--- config.mk ---
export PLATFORM = sky130hd
export DESIGN_NAME = sobel_frame_sequencer
export DESIGN_NICKNAME = d
export VERILOG_FILES = /design/src/rtl/sobel_pkg.sv /design/src/rtl/sobel_addr_delay.sv /design/src/rtl/sobel_frame_sequencer.sv
export SDC_FILE = /design/constraint.sdc
export NUM_CORES = 1
export LEC_CHECK = 0
export CORE_MARGIN = 2
export CORE_UTILIZATION = 46
export DETAILED_ROUTE_END_ITERATION = 10
export PLACE_DENSITY_LB_ADDON = 0.05
export REMOVE_ABC_BUFFERS = 1
export SLEW_MARGIN = 10
export SYNTH_ARGS = -nofsm -noshare
export SYNTH_HDL_FRONTEND = slang
export SYNTH_HIERARCHICAL = 1
export SYNTH_SLANG_ARGS = --single-unit
--- constraint.sdc ---
create_clock -name clk -period 1.8 [get_ports clk]
set_input_delay 0.36 -clock clk [delete_from_list [all_inputs] [get_ports clk]]
set_output_delay 0.36 -clock clk [all_outputs]
set_load 0.01 [all_outputs]
--- src/rtl/sobel_pkg.sv ---
// -----------------------------------------------------------------------------
// sobel_pkg
// Shared types and default constants for the Sobel frame sequencing logic.
//   seq_state_t       : frame sequencer state encoding
//   DEFAULT_*         : default image geometry and valid-magnitude window
//   DEFAULT_ADDRWIDTH : default frame buffer address width
//   DRAINCNTWIDTH     : width of the drain counter (covers latencies 1..8)
// -----------------------------------------------------------------------------
package sobel_pkg;

    typedef enum logic [1:0] {
        IDLE  = 2'd0,
        RUN   = 2'd1,
        DRAIN = 2'd2,
        DONE  = 2'd3
    } seq_state_t;

    localparam int DEFAULT_IMGWIDTH     = 512;
    localparam int DEFAULT_IMGHEIGHT    = 512;
    localparam int DEFAULT_STARTADDRESS = 770;
    localparam int DEFAULT_ENDADDRESS   = 261758;
    localparam int DEFAULT_LATENCY      = 2;
    localparam int DEFAULT_ADDRWIDTH    = 18;

    localparam int DRAINCNTWIDTH = 4;

endpackage

--- src/rtl/sobel_addr_delay.sv ---
// -----------------------------------------------------------------------------
// sobel_addr_delay
// LATENCY-deep shift register carrying {address, flag}. It lines a read
// address up with the magnitude the datapath produces for it. The pipe only
// moves when advance is high, so a stalled frame keeps its alignment.
// Ports:
//   clk      in   system clock, rising edge
//   reset    in   asynchronous, active-low reset (clears every stage)
//   advance  in   shift enable
//   addrIn   in   address entering the pipe
//   flagIn   in   flag entering the pipe
//   addrOut  out  address leaving the pipe (last stage)
//   flagOut  out  flag leaving the pipe (last stage)
// -----------------------------------------------------------------------------
module sobel_addr_delay
    import sobel_pkg::*;
#(
    parameter int ADDRWIDTH = DEFAULT_ADDRWIDTH,
    parameter int LATENCY   = DEFAULT_LATENCY
) (
    input  logic                 clk,
    input  logic                 reset,
    input  logic                 advance,
    input  logic [ADDRWIDTH-1:0] addrIn,
    input  logic                 flagIn,
    output logic [ADDRWIDTH-1:0] addrOut,
    output logic                 flagOut
);

    logic [ADDRWIDTH-1:0] addrPipe_q [LATENCY];
    logic                 flagPipe_q [LATENCY];

    // Stage 0 takes the new entry and every later stage takes its
    // predecessor, all in one step and only while advance is high. Reset
    // empties the whole pipe so no stale write can appear after a restart.
    always_ff @(posedge clk or negedge reset) begin
        if (!reset) begin
            for (int i = 0; i < LATENCY; i++) begin
                addrPipe_q[i] <= '0;
                flagPipe_q[i] <= 1'b0;
            end
        end else if (advance) begin
            addrPipe_q[0] <= addrIn;
            flagPipe_q[0] <= flagIn;
            for (int i = 1; i < LATENCY; i++) begin
                addrPipe_q[i] <= addrPipe_q[i-1];
                flagPipe_q[i] <= flagPipe_q[i-1];
            end
        end
    end

    assign addrOut = addrPipe_q[LATENCY-1];
    assign flagOut = flagPipe_q[LATENCY-1];

endmodule

--- src/rtl/sobel_frame_sequencer.sv ---
// -----------------------------------------------------------------------------
// sobel_frame_sequencer
// Frame-level controller for the Sobel magnitude datapath. It pulses the
// datapath start, walks the read address across one frame, delays that
// address by the datapath latency to form the write address, and gates
// writes to the valid window [STARTADDRESS, ENDADDRESS].
// Optional build macro: SOBEL_SEQ_BORDER_ZERO_EN. When it is defined,
// forceZero flags writes in column 0 and column IMGWIDTH-1. When it is not
// defined, forceZero is tied low.
// Ports:
//   clk        in   system clock, rising edge
//   reset      in   asynchronous, active-low reset
//   startEn    in   one-cycle frame start request (used only in IDLE)
//   stall      in   freezes counters and the delay pipe in RUN/DRAIN
//   magStart   out  one-cycle start pulse to the magnitude datapath
//   readAddr   out  pixel read address to the frame buffer
//   writeAddr  out  magnitude write address (read address delayed)
//   writeEn    out  magnitude write strobe
//   forceZero  out  write zero instead of the magnitude (border pixel)
//   busy       out  high in RUN and DRAIN
//   done       out  one-cycle end-of-frame pulse
// -----------------------------------------------------------------------------
module sobel_frame_sequencer
    import sobel_pkg::*;
#(
    parameter int IMGWIDTH     = DEFAULT_IMGWIDTH,
    parameter int IMGHEIGHT    = DEFAULT_IMGHEIGHT,
    parameter int STARTADDRESS = DEFAULT_STARTADDRESS,
    parameter int ENDADDRESS   = DEFAULT_ENDADDRESS,
    parameter int LATENCY      = DEFAULT_LATENCY,
    parameter int ADDRWIDTH    = DEFAULT_ADDRWIDTH
) (
    input  logic                 clk,
    input  logic                 reset,
    input  logic                 startEn,
    input  logic                 stall,
    output logic                 magStart,
    output logic [ADDRWIDTH-1:0] readAddr,
    output logic [ADDRWIDTH-1:0] writeAddr,
    output logic                 writeEn,
    output logic                 forceZero,
    output logic                 busy,
    output logic                 done
);

    // Reject geometries the address logic cannot represent.
    if (LATENCY < 1 || LATENCY > 8) begin : gLatencyCheck
        $error("sobel_frame_sequencer: LATENCY must be within 1..8");
    end
    if (longint'(ENDADDRESS) >= (64'd1 << ADDRWIDTH)) begin : gWidthCheck
        $error("sobel_frame_sequencer: ADDRWIDTH too narrow for ENDADDRESS");
    end
    if (longint'(ENDADDRESS) >= longint'(IMGWIDTH) * longint'(IMGHEIGHT)) begin : gFrameCheck
        $error("sobel_frame_sequencer: ENDADDRESS lies outside the frame");
    end

    localparam logic [ADDRWIDTH-1:0]     LASTADDR  = ADDRWIDTH'(ENDADDRESS);
    localparam logic [ADDRWIDTH-1:0]     FIRSTADDR = ADDRWIDTH'(STARTADDRESS);
    localparam logic [DRAINCNTWIDTH-1:0] DRAINLAST = DRAINCNTWIDTH'(LATENCY - 1);

    seq_state_t state_q, state_d;

    logic [ADDRWIDTH-1:0]     readAddr_q, readAddr_d;
    logic [DRAINCNTWIDTH-1:0] drainCnt_q, drainCnt_d;
    logic                     magStart_q, magStart_d;

    logic                 inWindow;
    logic                 pipeAdvance;
    logic [ADDRWIDTH-1:0] pipeAddr;
    logic                 pipeFlag;

    // State register. Reset drops straight back to IDLE, abandoning any
    // frame in flight without passing through DONE.
    always_ff @(posedge clk or negedge reset) begin
        if (!reset) begin
            state_q <= IDLE;
        end else begin
            state_q <= state_d;
        end
    end

    // Next-state logic. RUN leaves once the last address has been issued on
    // an unstalled cycle. DRAIN then waits LATENCY unstalled cycles so the
    // final write clears the delay pipe before done is raised. DONE lasts
    // exactly one cycle and ignores startEn.
    always_comb begin
        state_d = state_q;
        case (state_q)
            IDLE: begin
                if (startEn) begin
                    state_d = RUN;
                end
            end
            RUN: begin
                if (!stall && readAddr_q == LASTADDR) begin
                    state_d = DRAIN;
                end
            end
            DRAIN: begin
                if (!stall && drainCnt_q == DRAINLAST) begin
                    state_d = DONE;
                end
            end
            DONE: begin
                state_d = IDLE;
            end
            default: begin
                state_d = IDLE;
            end
        endcase
    end

    // Counter updates. Accepting a start rewinds the read address to zero and
    // sets up the one-cycle magStart pulse. While running, the address stops
    // at the last frame address and stays there until the next start.
    always_comb begin
        readAddr_d = readAddr_q;
        drainCnt_d = drainCnt_q;
        magStart_d = 1'b0;
        case (state_q)
            IDLE: begin
                if (startEn) begin
                    readAddr_d = '0;
                    drainCnt_d = '0;
                    magStart_d = 1'b1;
                end
            end
            RUN: begin
                if (!stall && readAddr_q != LASTADDR) begin
                    readAddr_d = readAddr_q + 1'b1;
                end
            end
            DRAIN: begin
                if (!stall) begin
                    drainCnt_d = drainCnt_q + 1'b1;
                end
            end
            default: begin
            end
        endcase
    end

    // Datapath registers.
    always_ff @(posedge clk or negedge reset) begin
        if (!reset) begin
            readAddr_q <= '0;
            drainCnt_q <= '0;
            magStart_q <= 1'b0;
        end else begin
            readAddr_q <= readAddr_d;
            drainCnt_q <= drainCnt_d;
            magStart_q <= magStart_d;
        end
    end

    // Output decode. busy and done come straight from the state, so busy
    // falls in the same cycle that done rises. The pipe freezes on stall only
    // inside a frame, which keeps stall harmless in IDLE and DONE.
    always_comb begin
        busy = 1'b0;
        done = 1'b0;
        case (state_q)
            RUN, DRAIN: busy = 1'b1;
            DONE:       done = 1'b1;
            default: begin
            end
        endcase
        inWindow    = (state_q == RUN) && (readAddr_q >= FIRSTADDR) &&
                      (readAddr_q <= LASTADDR);
        pipeAdvance = !(stall && busy);
        magStart    = magStart_q;
        readAddr    = readAddr_q;
        writeAddr   = pipeAddr;
        writeEn     = pipeFlag && !stall;
    end

    sobel_addr_delay #(
        .ADDRWIDTH (ADDRWIDTH),
        .LATENCY   (LATENCY)
    ) uAddrDelay (
        .clk     (clk),
        .reset   (reset),
        .advance (pipeAdvance),
        .addrIn  (readAddr_q),
        .flagIn  (inWindow),
        .addrOut (pipeAddr),
        .flagOut (pipeFlag)
    );

`ifdef SOBEL_SEQ_BORDER_ZERO_EN
    localparam int COLBITS = $clog2(IMGWIDTH);

    logic [COLBITS-1:0] writeCol;

    // IMGWIDTH is a power of two, so the column is the low address bits.
    // Border pixels are still written, just as zero.
    always_comb begin
        writeCol  = pipeAddr[COLBITS-1:0];
        forceZero = writeEn &&
                    ((writeCol == '0) || (writeCol == COLBITS'(IMGWIDTH - 1)));
    end
`else
    assign forceZero = 1'b0;
`endif

endmodule

==> metrics.md <==
| Metric | Value |
|---|---|
| Final Critical Period | roughly 1.8 ns |
| WP data required | 1.44 ns |
| Syn Inst Count | 285 |
| RSZ-0062 raised after global routing | yes |
| CP cell instances | buf_4 > buf_4 > buf_4 > ha_1 > clkbuf_2 |
| CP peak stage delay | 0.42 ns |
| WP buf/inv | 4 |
| Root Driver | clkbuf_8 |
| Drt via density | 5.201 |
| Sequential element share of the synthesized area | 48.57% |
| Maxcap violations | 0 |
| WS Path Type | reg -> out |
| Initial antenna violation count | 0 |
| # IOs | 45 |
| Final setup vio count | 3 |
| DRT Wirelength | roughly 7100 um |
| Synth Area in Compound Gates | 11.03% |
| Share of cells above drive strength 1 | 36.74% |
| Mapped Avg Cell Area | 11.39 um2 |
| Vias in the first global route | 2,276 |
| Post-route setup slack | -0.01800 ns |
| TritonRoute pass-1 iters | 4 |
| Final slew viol count | 0 |
| Largest net degree at the start of global routing | 28 |
| Tot GR Track Use | 19.34% |
| Worst Hold Class | in -> async |
| CTS tree | yes |
| Yosys reg bits | 63 |
| Initial Util | a little under half |
| Clk sink count | 63 |
| Synth Area in Simple Gates | 12.91% |
| Die width | just under 90 um |
| CP max stage cell | dfrtp_1 |
| # fillers | between 500 and 600 |
| Post-Place Worst Slack | -0.2923 ns |
| Total number of vias | 2,382 |
| Fmax | about 0.55 GHz |
| First-pass GRT wire length | 11,340 um |
| Crit end category | output pin |
| Critical Path Most Common Cell | buf_4 |
| Antenna fix cells | 0 |
| Area delta synth->final | 32.96% |
| Drt initial violations | 121 |
| Delay-heaviest family, CP | buffers and inverters |
| Synth Area in XOR/XNOR | 0% |
| CP max FO | 3 |
| CP arrival | 1.46 ns |
| DP HPWL | a little under 5000 um |
| Final Cycle Share | 101.0% |
| Fin. Hold Viols | 0 |
| PortBufs | 43 |
| # DRC | 0 |
| # rows | 30 |
| Total global routing overflow | 0 |
| Failing checks | setup timing |
| Critical Path Source Type | flop |
| Clock latency on the worst-skew pair | 0.34 ns |
| TritonCTS buffer count | 9 |
| Cells on worst reg2reg path | 8 |
| H-tree depth | 3 |
| Synth warn | 6 |
| Final Net Count | 371 |
| Total core area | 6794 um2 |
| Peak VDD IR | 0.8690 mV |
| Final setup TNS | -0.04502 ns |
| P_leak | ~2.1 nW |
| Routability cong. | ~0.85 |
| Final core utilization | 63.52% |
| Maximum root-to-sink buffer count | 2 |
| Chip Height | 88 um |
| Yosys cell types | 41 |
| Worst Skew | ~0.013 ns |
| PD cells | 1205 nW/um2 |
| Mux cell area share after synthesis | about 16% |
| Routed Antenna Nets | 0 |
| Wire length per cell | 15.50 um |
| Cell Area, Synth | 3246 um2 |
| Full die area | ~7700 um2 |
| Clk pin slew, worst setup/hold paths | roughly 0.070 ns |
| Synth Area in Adders | 3.470% |
| Cell depth of the worst setup path | 5 |
| Main combinational cell family by area after synthesis | multiplexers |
| Outcome | finished with violations |
-- worst reg2reg max path, cell delays in order (launching register included) --
cell and delay (ns):
dfrtp_1 0.40, inv_2 0.07, ha_4 0.16, nor2b_4 0.12, or3_4 0.38, a21oi_4 0.19, clkbuf_16 0.19, a31oi_1 0.08
a31oi_1 0.15
-- flip-flops by register name (all words and copies together) (netlist names) --
register	count
state_q	2
uAddrDelay/addrOut	18
uAddrDelay/addrPipe_q	18
magStart	1
uAddrDelay/flagPipe_q	1
readAddr	18
uAddrDelay/flagOut	1
drainCnt_q	4
-- layer usage --
| layer | wire length [um] | vias up | track usage, % | part of all wire [%] |
|---|---|---|---|---|
| li1 | - | 1159 | - | - |
| met1 | 3427 | 1157 | 25.75 | 48 |
| met2 | 3253 | 54 | 30.51 | 46 |
| met3 | 268 | 12 | 4.147 | 3.8 |
| met4 | 150 | 0 | 8.392 | 2.1 |
| met5 | 0 | - | 0 | 0 |
-- power breakdown --
part           switching [mW]  leakage (nW)  internal (mW)
clock                   0.535        0.0850          0.522
combinational            1.19          1.18           1.29
sequential             0.0870         0.865           1.58
-- cells by family (layout without fill, tap and decap cells) --
logic type / after synthesis / in the layout
buffers and inverters: 36 / 113
AO/OA/AOI/OAI: 58 / 58
adder cells (fa/ha/maj): 9 / 9
AND/OR/NAND/NOR: 77 / 77
multiplexers: 41 / 41
flip-flops: 63 / 63
other: 1 / 1
-- final timing paths --
kind                                       start               endpoint  slack, ns
min                                        reset             state_q[0]       0.51
min reg2reg                uAddrDelay/addrOut[3]  uAddrDelay/addrOut[3]       0.51
max in group asynchronous                  reset           readAddr[16]       0.77
min in group clk           uAddrDelay/addrOut[3]  uAddrDelay/addrOut[3]       0.51
max                                   state_q[0]                   done      -0.02
max reg2reg                           state_q[0]            readAddr[7]      -0.02
-- cells in the mapped netlist --
| cell type | instances | share of area, % |
|---|---|---|
| a21o_1 | 2 | 0.46 |
| a21o_2 | 1 | 0.27 |
| a21oi_1 | 13 | 2.0 |
| a21oi_2 | 2 | 0.54 |
| a22o_1 | 4 | 1.1 |
| a31oi_1 | 15 | 2.9 |
| a41oi_1 | 2 | 0.54 |
| and2_1 | 4 | 0.77 |
| and3_1 | 5 | 0.96 |
| and3_2 | 1 | 0.23 |
| and4_1 | 4 | 1.1 |
| and4_4 | 1 | 0.35 |
| buf_2 | 4 | 0.62 |
| buf_4 | 19 | 4.4 |
| buf_6 | 4 | 1.4 |
| clkbuf_1 | 4 | 0.46 |
| conb_1 | 1 | 0.12 |
| dfrtp_1 | 63 | 49 |
| ha_1 | 9 | 3.5 |
| inv_1 | 5 | 0.58 |
| mux2_2 | 19 | 6.6 |
| mux2_4 | 20 | 9.3 |
| mux2i_1 | 2 | 0.62 |
| nand2_1 | 23 | 2.7 |
| nand2b_1 | 5 | 0.96 |
| nand3_1 | 5 | 0.77 |
| nand4_1 | 5 | 0.96 |
| nand4b_1 | 1 | 0.27 |
| nor2_1 | 7 | 0.81 |
| nor2b_1 | 2 | 0.39 |
| nor3_1 | 6 | 0.93 |
| nor3b_1 | 1 | 0.23 |
| nor4_1 | 4 | 0.77 |
| nor4b_1 | 1 | 0.27 |
| o211ai_1 | 1 | 0.23 |
| o21ai_0 | 13 | 2.0 |
| o21ai_1 | 3 | 0.46 |
| o31ai_1 | 1 | 0.23 |
| o32a_1 | 1 | 0.31 |
| or3_1 | 1 | 0.19 |
| or4b_2 | 1 | 0.31 |
-- area by class of cell --
cell class	count	area (um2)	share of cell area [%]
repair buffers	93	904.6	20.96
multi-input cells	186	1529	35.43
well taps	96	120.1	2.783
flip-flops and latches	63	1579	36.59
clock inverters	4	22.52	0.5219
inverters	5	18.77	0.4349
clock buffers	11	141.4	3.276
-- metrics by stage --
stage / power (mW) / instances / hold slack (ns) / cell area [um2]
final: 5.200 / 458 / 0.5053 / 4315
after floorplan: 2.875 / 254 / 0.06441 / 3023
after CTS: 5.053 / 453 / 0.5069 / 4179
after detailed placement: 3.936 / 436 / 0.3499 / 3969
after global routing: 5.533 / 458 / 0.5227 / 4315
after global placement: 3.911 / 436 / 0.3554 / 3969
-- layout by cell type (no fill, tap or decap), types with 4 or more instances in the layout --
cell type / n
dfrtp_1: 61
buf_4: 41
clkdlybuf4s50_1: 34
nand2_1: 22
mux2_4: 20
mux2_2: 19
a31oi_1: 14
clkbuf_8: 10
o21ai_0: 9
nor2_1: 7
a21oi_1: 7
a21oi_2: 7
o21ai_1: 7
nor3_1: 6
ha_1: 6
buf_12: 6
and3_1: 5
nand3_1: 5
nand2b_1: 5
nand4_1: 5
dlymetal6s2s_1: 5
and2_1: 4
a22o_1: 4
-- timing repair --
action / CTS / global route
hold buffers: 1 / 0
pin swaps: 1 / 7
setup buffers: 1 / 4
setup endpoints to repair: 14 / 22
resized for setup: 11 / 30
endpoints found under the hold margin: 17 / 0
cloned: 0 / 1
Note: power is estimated with default switching activity, not from simulation.
